<file path="src/rtl/ram_sp_param_pkg.sv">
// Shared constants for the parametrised single-port RAM:
// read-during-write mode encodings and clear-FSM state encodings.
package ram_pkg;

    // Behaviour of dout/dout_vld on a write access
    localparam int RD_READ_FIRST  = 0;
    localparam int RD_WRITE_FIRST = 1;
    localparam int RD_NO_CHANGE   = 2;

    // Clear-sweep FSM states
    localparam logic [0:0] ST_CLEAR = 1'b0;
    localparam logic [0:0] ST_IDLE  = 1'b1;

endpackage

</file>
<file path="src/rtl/ram_sp_param_if.sv">
// Access bus of the single-port RAM. The requester uses the master modport,
// the RAM uses the slave modport.
interface ram_sp_param_if #(
    parameter int DATA_W = 8,
    parameter int ADDR_W = 6
) ();
    logic              clr;
    logic              en;
    logic              we;
    logic [ADDR_W-1:0] addr;
    logic [DATA_W-1:0] din;
    logic [DATA_W-1:0] dout;
    logic              dout_vld;
    logic              busy;

    modport master (output clr, en, we, addr, din,
                    input  dout, dout_vld, busy);
    modport slave  (input  clr, en, we, addr, din,
                    output dout, dout_vld, busy);
endinterface

</file>
<file path="src/rtl/ram_sp_param_clr_fsm.sv">
// Clear engine: after reset or an accepted clr pulse it walks every word
// once, emitting a write strobe/address that overrides the user port.
module ram_clr_fsm
    import ram_pkg::*;
#(
    parameter int ADDR_W = 6,
    parameter int DEPTH  = 64
) (
    input  logic              clk,
    input  logic              rst_n,
    input  logic              clr_i,
    output logic              clr_we_o,
    output logic [ADDR_W-1:0] clr_addr_o,
    output logic              busy_o
);

    localparam logic [ADDR_W-1:0] LAST = ADDR_W'(DEPTH - 1);

    logic [0:0]        state_q, state_d;
    logic [ADDR_W-1:0] ptr_q, ptr_d;

    // Next state: sweep one word per cycle, leave after the last word
    always_comb begin
        state_d = state_q;
        ptr_d   = ptr_q;
        case (state_q)
            ST_CLEAR: begin
                if (ptr_q == LAST) begin
                    state_d = ST_IDLE;
                    ptr_d   = '0;
                end else begin
                    ptr_d = ptr_q + 1'b1;
                end
            end
            default: begin
                if (clr_i) begin
                    state_d = ST_CLEAR;
                    ptr_d   = '0;
                end
            end
        endcase
    end

    // State registers; reset always restarts the sweep from word 0
    always_ff @(posedge clk) begin
        if (!rst_n) begin
            state_q <= ST_CLEAR;
            ptr_q   <= '0;
        end else begin
            state_q <= state_d;
            ptr_q   <= ptr_d;
        end
    end

    assign busy_o     = (state_q == ST_CLEAR);
    assign clr_we_o   = busy_o;
    assign clr_addr_o = ptr_q;

endmodule

</file>
<file path="src/rtl/ram_sp_param.sv">
// Parametrised single-port synchronous RAM with read-valid strobe,
// selectable read-during-write mode and a sequential clear sweep.
// Optional feature: define RAM_OUT_REG_EN for an extra output register
// stage (read latency 2 instead of 1).
module ram_sp_param
    import ram_pkg::*;
#(
    parameter int                 DATA_W  = 8,
    parameter int                 ADDR_W  = 6,
    parameter int                 DEPTH   = 64,
    parameter int                 RD_MODE = RD_NO_CHANGE,
    parameter logic [DATA_W-1:0]  CLR_VAL = '0
) (
    input  logic         clk,
    input  logic         rst_n,
    ram_sp_param_if.slave bus
);

    logic [DATA_W-1:0] mem [DEPTH];

    logic              busy, clr_we;
    logic [ADDR_W-1:0] clr_addr;

    ram_clr_fsm #(.ADDR_W(ADDR_W), .DEPTH(DEPTH)) u_clr_fsm (
        .clk       (clk),
        .rst_n     (rst_n),
        .clr_i     (bus.clr),
        .clr_we_o  (clr_we),
        .clr_addr_o(clr_addr),
        .busy_o    (busy)
    );

    // clr beats a simultaneous access; nothing is accepted while sweeping
    logic clr_go, acc, in_rng;
    assign clr_go = rst_n & ~busy & bus.clr;
    assign acc    = rst_n & ~busy & ~bus.clr & bus.en;
    assign in_rng = ({1'b0, bus.addr} < (ADDR_W + 1)'(DEPTH));

    // Words outside DEPTH read as zero
    logic [DATA_W-1:0] rd_word;
    assign rd_word = in_rng ? mem[bus.addr] : '0;

    // Write mux: the sweep owns the array while busy
    logic              wr_en;
    logic [ADDR_W-1:0] wr_addr;
    logic [DATA_W-1:0] wr_data;
    always_comb begin
        wr_en   = acc & bus.we & in_rng;
        wr_addr = bus.addr;
        wr_data = bus.din;
        if (clr_we) begin
            wr_en   = 1'b1;
            wr_addr = clr_addr;
            wr_data = CLR_VAL;
        end
    end

    // Memory array, no reset so it maps onto block RAM
    always_ff @(posedge clk) begin
        if (wr_en) mem[wr_addr] <= wr_data;
    end

    // Read-data selection; an out-of-range write reports 0 in the
    // modes that return data, since the word does not exist
    logic [DATA_W-1:0] dout_q, dout_d;
    logic              vld_q, vld_d;
    always_comb begin
        dout_d = dout_q;
        vld_d  = 1'b0;
        if (acc) begin
            if (!bus.we) begin
                dout_d = rd_word;
                vld_d  = 1'b1;
            end else if (RD_MODE == RD_READ_FIRST) begin
                dout_d = rd_word;
                vld_d  = 1'b1;
            end else if (RD_MODE == RD_WRITE_FIRST) begin
                dout_d = in_rng ? bus.din : '0;
                vld_d  = 1'b1;
            end
        end
    end

    // First output register
    always_ff @(posedge clk) begin
        if (!rst_n) begin
            dout_q <= '0;
            vld_q  <= 1'b0;
        end else begin
            dout_q <= dout_d;
            vld_q  <= vld_d;
        end
    end

`ifdef RAM_OUT_REG_EN
    logic [DATA_W-1:0] dout2_q;
    logic              vld2_q;

    // Extra output stage; an accepted clr kills the strobe still in flight
    always_ff @(posedge clk) begin
        if (!rst_n) begin
            dout2_q <= '0;
            vld2_q  <= 1'b0;
        end else begin
            dout2_q <= dout_q;
            vld2_q  <= vld_q & ~clr_go;
        end
    end

    assign bus.dout     = dout2_q;
    assign bus.dout_vld = vld2_q;
`else
    assign bus.dout     = dout_q;
    assign bus.dout_vld = vld_q;
`endif

    assign bus.busy = busy;

endmodule
</file>
<file path="src/flat_wrapper.sv">
// flat-port wrapper written by rule: the top's interface ports become plain ports
module ram_sp_param_flat import ram_pkg::*;
#(
    parameter int                 DATA_W  = 8,
    parameter int                 ADDR_W  = 6,
    parameter int                 DEPTH   = 64,
    parameter int                 RD_MODE = RD_NO_CHANGE,
    parameter logic [DATA_W-1:0]  CLR_VAL = '0
)
  (clk, rst_n, bus_clr, bus_en, bus_we, bus_addr, bus_din, bus_dout, bus_dout_vld, bus_busy);
  ram_sp_param_if #(.DATA_W(DATA_W), .ADDR_W(ADDR_W)) bus_i ();
  input  logic clk;
  input  logic rst_n;
  input wire logic [$bits(bus_i.clr)-1:0] bus_clr;
  input wire logic [$bits(bus_i.en)-1:0] bus_en;
  input wire logic [$bits(bus_i.we)-1:0] bus_we;
  input wire logic [$bits(bus_i.addr)-1:0] bus_addr;
  input wire logic [$bits(bus_i.din)-1:0] bus_din;
  output wire logic [$bits(bus_i.dout)-1:0] bus_dout;
  output wire logic [$bits(bus_i.dout_vld)-1:0] bus_dout_vld;
  output wire logic [$bits(bus_i.busy)-1:0] bus_busy;
  assign bus_i.clr = bus_clr;
  assign bus_i.en = bus_en;
  assign bus_i.we = bus_we;
  assign bus_i.addr = bus_addr;
  assign bus_i.din = bus_din;
  assign bus_dout = bus_i.dout;
  assign bus_dout_vld = bus_i.dout_vld;
  assign bus_busy = bus_i.busy;
  ram_sp_param #(.DATA_W(DATA_W), .ADDR_W(ADDR_W), .DEPTH(DEPTH), .RD_MODE(RD_MODE), .CLR_VAL(CLR_VAL)) u_core (.clk(clk), .rst_n(rst_n), .bus(bus_i));
endmodule
</file>
<file path="config.mk">
export PLATFORM = sky130hd
export DESIGN_NAME = ram_sp_param_flat
export DESIGN_NICKNAME = d
export VERILOG_FILES = /design/src/rtl/ram_sp_param_pkg.sv /design/src/rtl/ram_sp_param_if.sv /design/src/rtl/ram_sp_param_clr_fsm.sv /design/src/rtl/ram_sp_param.sv /design/src/flat_wrapper.sv
export SDC_FILE = /design/constraint.sdc
export NUM_CORES = 1
export LEC_CHECK = 0
export CAP_MARGIN = 10
export CORE_MARGIN = 10
export CORE_UTILIZATION = 55
export CTS_BUF_LIST = sky130_fd_sc_hd__clkbuf_8
export CTS_CLUSTER_SIZE = 24
export DETAILED_ROUTE_END_ITERATION = 10
export GPL_ROUTABILITY_DRIVEN = 0
export PLACE_DENSITY = 0.84
export RECOVER_POWER = 50
export SYNTH_ARGS = -nofsm -noshare
export SYNTH_HDL_FRONTEND = slang
export SYNTH_SLANG_ARGS = --single-unit
</file>
<file path="constraint.sdc">
create_clock -name clk -period 2.2 [get_ports clk]
set_input_delay 0.22 -clock clk [delete_from_list [all_inputs] [get_ports clk]]
set_output_delay 0.22 -clock clk [all_outputs]
set_load 0.02 [all_outputs]
</file>
==> results of run 1 <==
[layout by cell type (no fill, tap or decap), types with 16 or more instances in the layout]
master and instances:
mux4_2 123, inv_1 26, buf_4 144, dfxtp_1 16
a22oi_1 37, nor2_1 73, nand2_1 52, buf_12 18
clkdlybuf4s50_1 22, clkinv_1 18, o21ai_0 17, clkbuf_8 89
edfxtp_1 512
[worst max-delay path, stage by stage, from the launching register on]
cell             delay, ns
dfxtp_1               0.39
inv_2                 0.27
clkdlybuf4s50_1       0.67
[cell families after synthesis]
group / share of synthesized area, %
buf+inv: 1.29
fa+ha+maj: 0.0608
mux: 14.4
flops: 76.3
compound gates: 3.48
simple gates: 4.40
[sequential cells by signal, summed over array words and instances, names as in the netlist]
signal,count
u_core.bus.dout,8
u_core.u_clr_fsm.clr_addr_o,6
u_core.u_clr_fsm.state_q,1
u_core.mem,512
u_core.bus.dout_vld,1
[cell usage after synthesis (2+ instances only)]
| master | n | area share (%) |
|---|---|---|
| or3_1 | 2 | 0.061 |
| buf_4 | 3 | 0.11 |
| o21ai_1 | 8 | 0.19 |
| dfxtp_1 | 16 | 1.6 |
| buf_6 | 4 | 0.22 |
| mux2i_1 | 12 | 0.58 |
| a31oi_1 | 5 | 0.15 |
| nor2_1 | 73 | 1.3 |
| inv_2 | 2 | 0.037 |
| inv_1 | 2 | 0.037 |
| a21o_1 | 7 | 0.26 |
| o22ai_1 | 4 | 0.12 |
| a221oi_1 | 7 | 0.30 |
| mux4_2 | 123 | 13 |
| nor2b_1 | 9 | 0.27 |
| a211oi_1 | 2 | 0.073 |
| nor4_1 | 2 | 0.061 |
| nand2_1 | 52 | 0.95 |
| nand3b_1 | 4 | 0.15 |
| nor3b_1 | 3 | 0.11 |
| o31ai_1 | 4 | 0.15 |
| and3b_1 | 4 | 0.17 |
| buf_1 | 5 | 0.091 |
| a22oi_1 | 37 | 1.4 |
| and2_1 | 11 | 0.33 |
| edfxtp_1 | 512 | 75 |
| buf_2 | 23 | 0.56 |
| and3_1 | 2 | 0.061 |
| nor3_1 | 5 | 0.12 |
| a21oi_1 | 9 | 0.22 |
| a2111oi_0 | 3 | 0.13 |
| nand3_1 | 7 | 0.17 |
| clkbuf_1 | 13 | 0.24 |
| o21ai_0 | 17 | 0.41 |
| nand4_1 | 7 | 0.21 |
| nand2b_1 | 6 | 0.18 |
| mux2_2 | 7 | 0.38 |
[where the power goes]
part / switching (W) / internal, W / total, W
Clock: 0.00371 / 0.00421 / 0.00792
Combinational: 0.000451 / 0.000411 / 0.000862
Sequential: 0.0000214 / 0.0109 / 0.0109
[what timing repair did]
item,in CTS,in global routing
hold buffers,0,0
setup endpoints to repair,3,16
pin swaps,0,0
resized for setup,3,2
[area by class of cell]
class	instances	share of cell area [%]
sequential	528	64.5
multi-input combinational	441	19.1
timing repair buffer	200	7.44
clock buffer	89	5.03
tap	468	2.41
clock inverter	60	1.50
inverter	4	0.0617
antenna	1	0.0103
[routing by layer]
layer / vias up / track usage, % / wire, um / part of all wire [%]
met5: - / 0 / 0 / 0
met2: 815 / 35.8 / 24400 / 49
li1: 4714 / - / - / -
met1: 5762 / 29.0 / 17700 / 36
met4: 0 / 8.95 / 2020 / 4.1
met3: 170 / 4.82 / 5300 / 11
[per-stage QoR]
stage	hold slack [ns]	setup WS (ns)
detailed placement	0.537	-0.356
finish	0.440	0.0414
floorplan	0.309	0.0608
global route	0.440	0.0105
CTS	0.400	0.0345
global placement	0.509	-0.218
[how the worst max path moves through the flow]
| stage | end | slack [ns] | cells after the start |
|---|---|---|---|
| floorplan | u_core.mem[13][0] | 0.06 | 8 |
| global placement | u_core.bus.dout[3] | -0.22 | 7 |
| detailed placement | u_core.bus.dout[6] | -0.36 | 7 |
| CTS | u_core.bus.dout[5] | 0.03 | 6 |
| global route | u_core.mem[10][0] | 0.01 | 3 |
| finish | bus_busy | 0.04 | 2 |
==> metrics, run 1 <==
outcome completed; Fin. Hold Viols 0; DRT Pass-1 Iters 6; half-perimeter wire length after placement 31.9 mm; global-route wire length before repair 74.6 mm; Initial Utilization 55.9%; FF-to-FF path depth 3; Post-synth EDFFs 512; fraction of registers with async set/reset 0%; Hold Path Class in -> reg; pwr/cell area 811 mW/mm^2; Slew Limit Fails 0; final setup fails 0; die width 213 um; Die Ht 213 um; Clock Latency Late Sink 0.64 ns; row cnt 70; TritonCTS buffer count 82; Rel. slew slack 46.8%; Most used DFF post-synth edfxtp_1; area of the multi-input gates 0.00464 sq mm; H-tree depth 3; postcts setup bufs 0; startpoint of the worst register-to-register path u_core.u_clr_fsm.state_q; CTS tree built; Setup crit start kind flop; FF-to-FF End u_core.mem[11][0]; total chip power 0.0197 W; crit path DAT 1.94 ns; clk buf depth 3; Critical Path Sink Type output pin; Mapped Cells 1021; sequential fraction of the synthesis area 76.3%; nets 1277; GRT Residual Overflow 0; Pleak 7.79 nW; drt drc 0; Die Area 0.0455 sq mm; f_max 463 MHz; initial antenna violation count 0; Root Driver clkbuf_8; pin count of the biggest net entering global routing 65; Final Cell Area 0.0243 sq mm; worst slew pin tran 0.796 ns; CP Data Required Time 1.98 ns; setup slack, reg-to-reg 0.07 ns; Crit Path Class reg -> out; via/cell ratio 6.40; CTS Sinks 528; area delta synth->final 18.4%; Final Core Density 66.2%; RSZ-0062 raised after global routing no; Worst Hold Depth 5; Max Cap Violations 0; WHS Endpoint u_core.bus.dout[1]; Vias 11500; Core Area 0.0368 sq mm; port bufs 28; fillcell total 2256; detailed router's first-iteration violation count 1574; Final Instance Count excl. Fillers 1791; Mapped Avg Cell Area 20.1 sq um; Post-DRT Antenna Nets 0; vias in the first global route 11800; period utilisation layout 98.1%; total negative slack 0 ns; Critical Path Start u_core.u_clr_fsm.state_q; FF+latch area 0.0157 sq mm; DP Area 0.0228 sq mm; Peak supply drop 0.360 mV; GRT Total Usage 22.1%; mapped cell area 0.0206 sq mm; syn_nets 1041; yosys warns 0; WL/cell 27.6 um; Placed Instances 1641; Hold Path Origin bus_addr[3]; post-layout min period 2.16 ns; share of layout cells above drive strength 1 32.4%; crit-path max FO 9; Setup Skew 0.0463 ns; Post-Route WL 49.5 mm; Yosys reg bits 528; Ports 29; Synth cell types 46; Reg clk slew, reported paths 0.07 ns
(Power assumes the default switching activity.)
==> inputs of run 2 (changes only) <==
--- a/config.mk
+++ b/config.mk
@@ -9,7 +9,7 @@
 export CORE_MARGIN = 10
 export CORE_UTILIZATION = 55
 export CTS_BUF_LIST = sky130_fd_sc_hd__clkbuf_8
-export CTS_CLUSTER_SIZE = 24
+export CTS_CLUSTER_SIZE = 16
 export DETAILED_ROUTE_END_ITERATION = 10
 export GPL_ROUTABILITY_DRIVEN = 0
 export PLACE_DENSITY = 0.84
==> results of run 2 <==
Final layout, timing and power as in run 1 (identical DEF).
==> inputs of run 3 (changes only) <==
--- a/config.mk
+++ b/config.mk
@@ -7,12 +7,12 @@
 export LEC_CHECK = 0
 export CAP_MARGIN = 10
 export CORE_MARGIN = 10
-export CORE_UTILIZATION = 55
-export CTS_BUF_LIST = sky130_fd_sc_hd__clkbuf_8
+export CORE_UTILIZATION = 41
 export CTS_CLUSTER_SIZE = 16
 export DETAILED_ROUTE_END_ITERATION = 10
+export DONT_BUFFER_PORTS = 1
 export GPL_ROUTABILITY_DRIVEN = 0
-export PLACE_DENSITY = 0.84
+export PLACE_DENSITY = 0.67
 export RECOVER_POWER = 50
 export SYNTH_ARGS = -nofsm -noshare
 export SYNTH_HDL_FRONTEND = slang
==> metrics, run 3 (synthesis gave the netlist of run 1 again) <==
WHS Endpoint u_core.bus.dout[0] (was u_core.bus.dout[1]); total negative slack 0 ns (unchanged); final setup fails 0 (unchanged); DRT Pass-1 Iters 5 (was 6); Peak supply drop 0.529 mV (was 0.360 mV); outcome completed (unchanged); Rel. slew slack 42.1% (was 46.8%); startpoint of the worst register-to-register path u_core.u_clr_fsm.state_q (unchanged); via/cell ratio 5.53 (was 6.40); Crit Path Class reg -> reg (was reg -> out); crit-path max FO 8 (was 9); GRT Total Usage 14.9% (was 22.1%); Ports 29 (unchanged); initial antenna violation count 0 (unchanged); Die Area 0.0595 sq mm (was 0.0455 sq mm); Core Area 0.0499 sq mm (was 0.0368 sq mm); WL/cell 24.2 um (was 27.6 um); DP Area 0.0219 sq mm (was 0.0228 sq mm); vias in the first global route 10500 (was 11800); GRT Residual Overflow 0 (unchanged); max reg flops 512 (unchanged); CP Data Required Time 2.48 ns (was 1.98 ns); half-perimeter wire length after placement 26.2 mm (was 31.9 mm); post-layout min period 2.13 ns (was 2.16 ns); Post-Route WL 44.6 mm (was 49.5 mm); Die Ht 244 um (was 213 um); Final Cell Area 0.0235 sq mm (was 0.0243 sq mm); pwr/cell area 841 mW/mm^2 (was 811 mW/mm^2); worst slew pin tran 0.847 ns (was 0.796 ns); antenna cells 0 (was 1); setup slack, reg-to-reg 0.07 ns (about the same); Top reg by flops u_core.mem (unchanged); f_max 471 MHz (was 463 MHz); CTS tree built (unchanged); row cnt 82 (was 70); Vias 10200 (was 11500); pre-CTS WS 0.0976 ns (was -0.356 ns); postcts setup bufs 0 (unchanged); clk buf depth 3 (unchanged); Post-DRT Antenna Nets 0 (unchanged); Hold Path Origin bus_addr[2] (was bus_addr[3]); detailed router's first-iteration violation count 996 (was 1574); crit path DAT 2.41 ns (was 1.94 ns); Setup crit start kind flop (unchanged); Max Cap Violations 0 (unchanged); Clock Latency Late Sink 0.58 ns (was 0.64 ns); Slew Limit Fails 0 (unchanged); commonest non-fill, non-tap cells in the layout edfxtp_1 (512), mux4_2 (123), buf_4 (89) (was edfxtp_1 (512), buf_4 (144), mux4_2 (123)); nets 1146 (was 1277); FF-to-FF path depth 5 (was 3); FF-to-FF End u_core.mem[34][3] (was u_core.mem[11][0]); area delta synth->final 14.5% (was 18.4%); H-tree depth 2 (was 3); most common cell after layout, fill and taps aside edfxtp_1 (unchanged); global-route wire length before repair 67.2 mm (was 74.6 mm); Setup Skew 0.0225 ns (was 0.0463 ns); pin count of the biggest net entering global routing 138 (was 65); Worst Hold Depth 3 (was 5); Fin. Hold Viols 0 (unchanged); Hold Path Class in -> reg (unchanged); Root Driver clkbuf_16 (was clkbuf_8); drt drc 0 (unchanged); period utilisation layout 96.6% (was 98.1%); CTS Sinks 528 (unchanged); Pleak 7.12 nW (was 7.79 nW); RSZ-0062 raised after global routing yes (was no); die width 244 um (was 213 um); Final WS setup 0.0747 ns (was 0.0414 ns); port bufs 0 (was 28); Initial Utilization 41.2% (was 55.9%); TritonCTS buffer count 52 (was 82); Reg clk slew, reported paths 0.06 ns (was 0.07 ns); Critical Path Sink Type flop (was output pin); share of layout cells above drive strength 1 26.3% (was 32.4%)
==> run 3: repair_timing <==
action                                 4_1_cts  5_1_grt
endpoints found under the hold margin       13        0
gates resized for setup                      0        3
setup endpoints to repair                    0       72
hold buffers                                 6        0
==> run 3: worst max-delay path, stage by stage (launching register included) <==
cell     delay [ns]
dfxtp_1        0.46
mux2i_1        0.27
and2b_1        0.22
nand2_1        0.40
nor2_1         0.26
buf_4          0.22
==> run 3: worst max-delay path by stage <==
stage | from | end | slack (ns) | cells past startpoint
floorplan | bus_addr[0] | u_core.mem[13][0] | 0.06 | 8
global placement | u_core.u_clr_fsm.state_q | u_core.mem[53][0] | 0.1 | 7
detailed placement | u_core.u_clr_fsm.state_q | u_core.mem[53][4] | 0.1 | 7
CTS | u_core.u_clr_fsm.state_q | u_core.mem[29][7] | 0.09 | 7
global route | u_core.u_clr_fsm.state_q | u_core.mem[58][4] | 0.001 | 6
finish | u_core.u_clr_fsm.state_q | u_core.mem[34][3] | 0.07 | 5
==> run 3: metal layers <==
layer	track usage, %	part of all wire (%)	up-vias
li1	-	-	4429
met1	19.5	41	5318
met4	4.31	2.2	2
met3	4.93	8.4	66
met5	1.31	0.24	-
met2	23.3	48	350
==> run 3: cell type report <==
type	instances	area, sq um
Tap cell	672	841
Clock inverter	21	145
Clock buffer	74	1460
Fill cell	4161	26300
Sequential cell	528	15700
Timing Repair Buffer	99	768
Inverter	4	15.0
Multi-Input combinational cell	441	4620
==> run 3: report_power, final <==
part,switching [W],internal (W),total [W]
clock,0.00352,0.00481,0.00832
combinational,0.000243,0.000286,0.000529
sequential,0.0000188,0.0109,0.0109
==> run 3: stage by stage <==
step	utilization (%)	hold WS, ns	power [W]	cells
after floorplan	-	0.309	0.0116	1021
after global placement	43.9	0.348	0.0117	1738
final	47.2	0.00964	0.0198	1839
after global routing	47.2	0.00449	0.0204	1839
after detailed placement	43.9	0.349	0.0117	1738
after CTS	47.2	0.00102	0.0199	1839
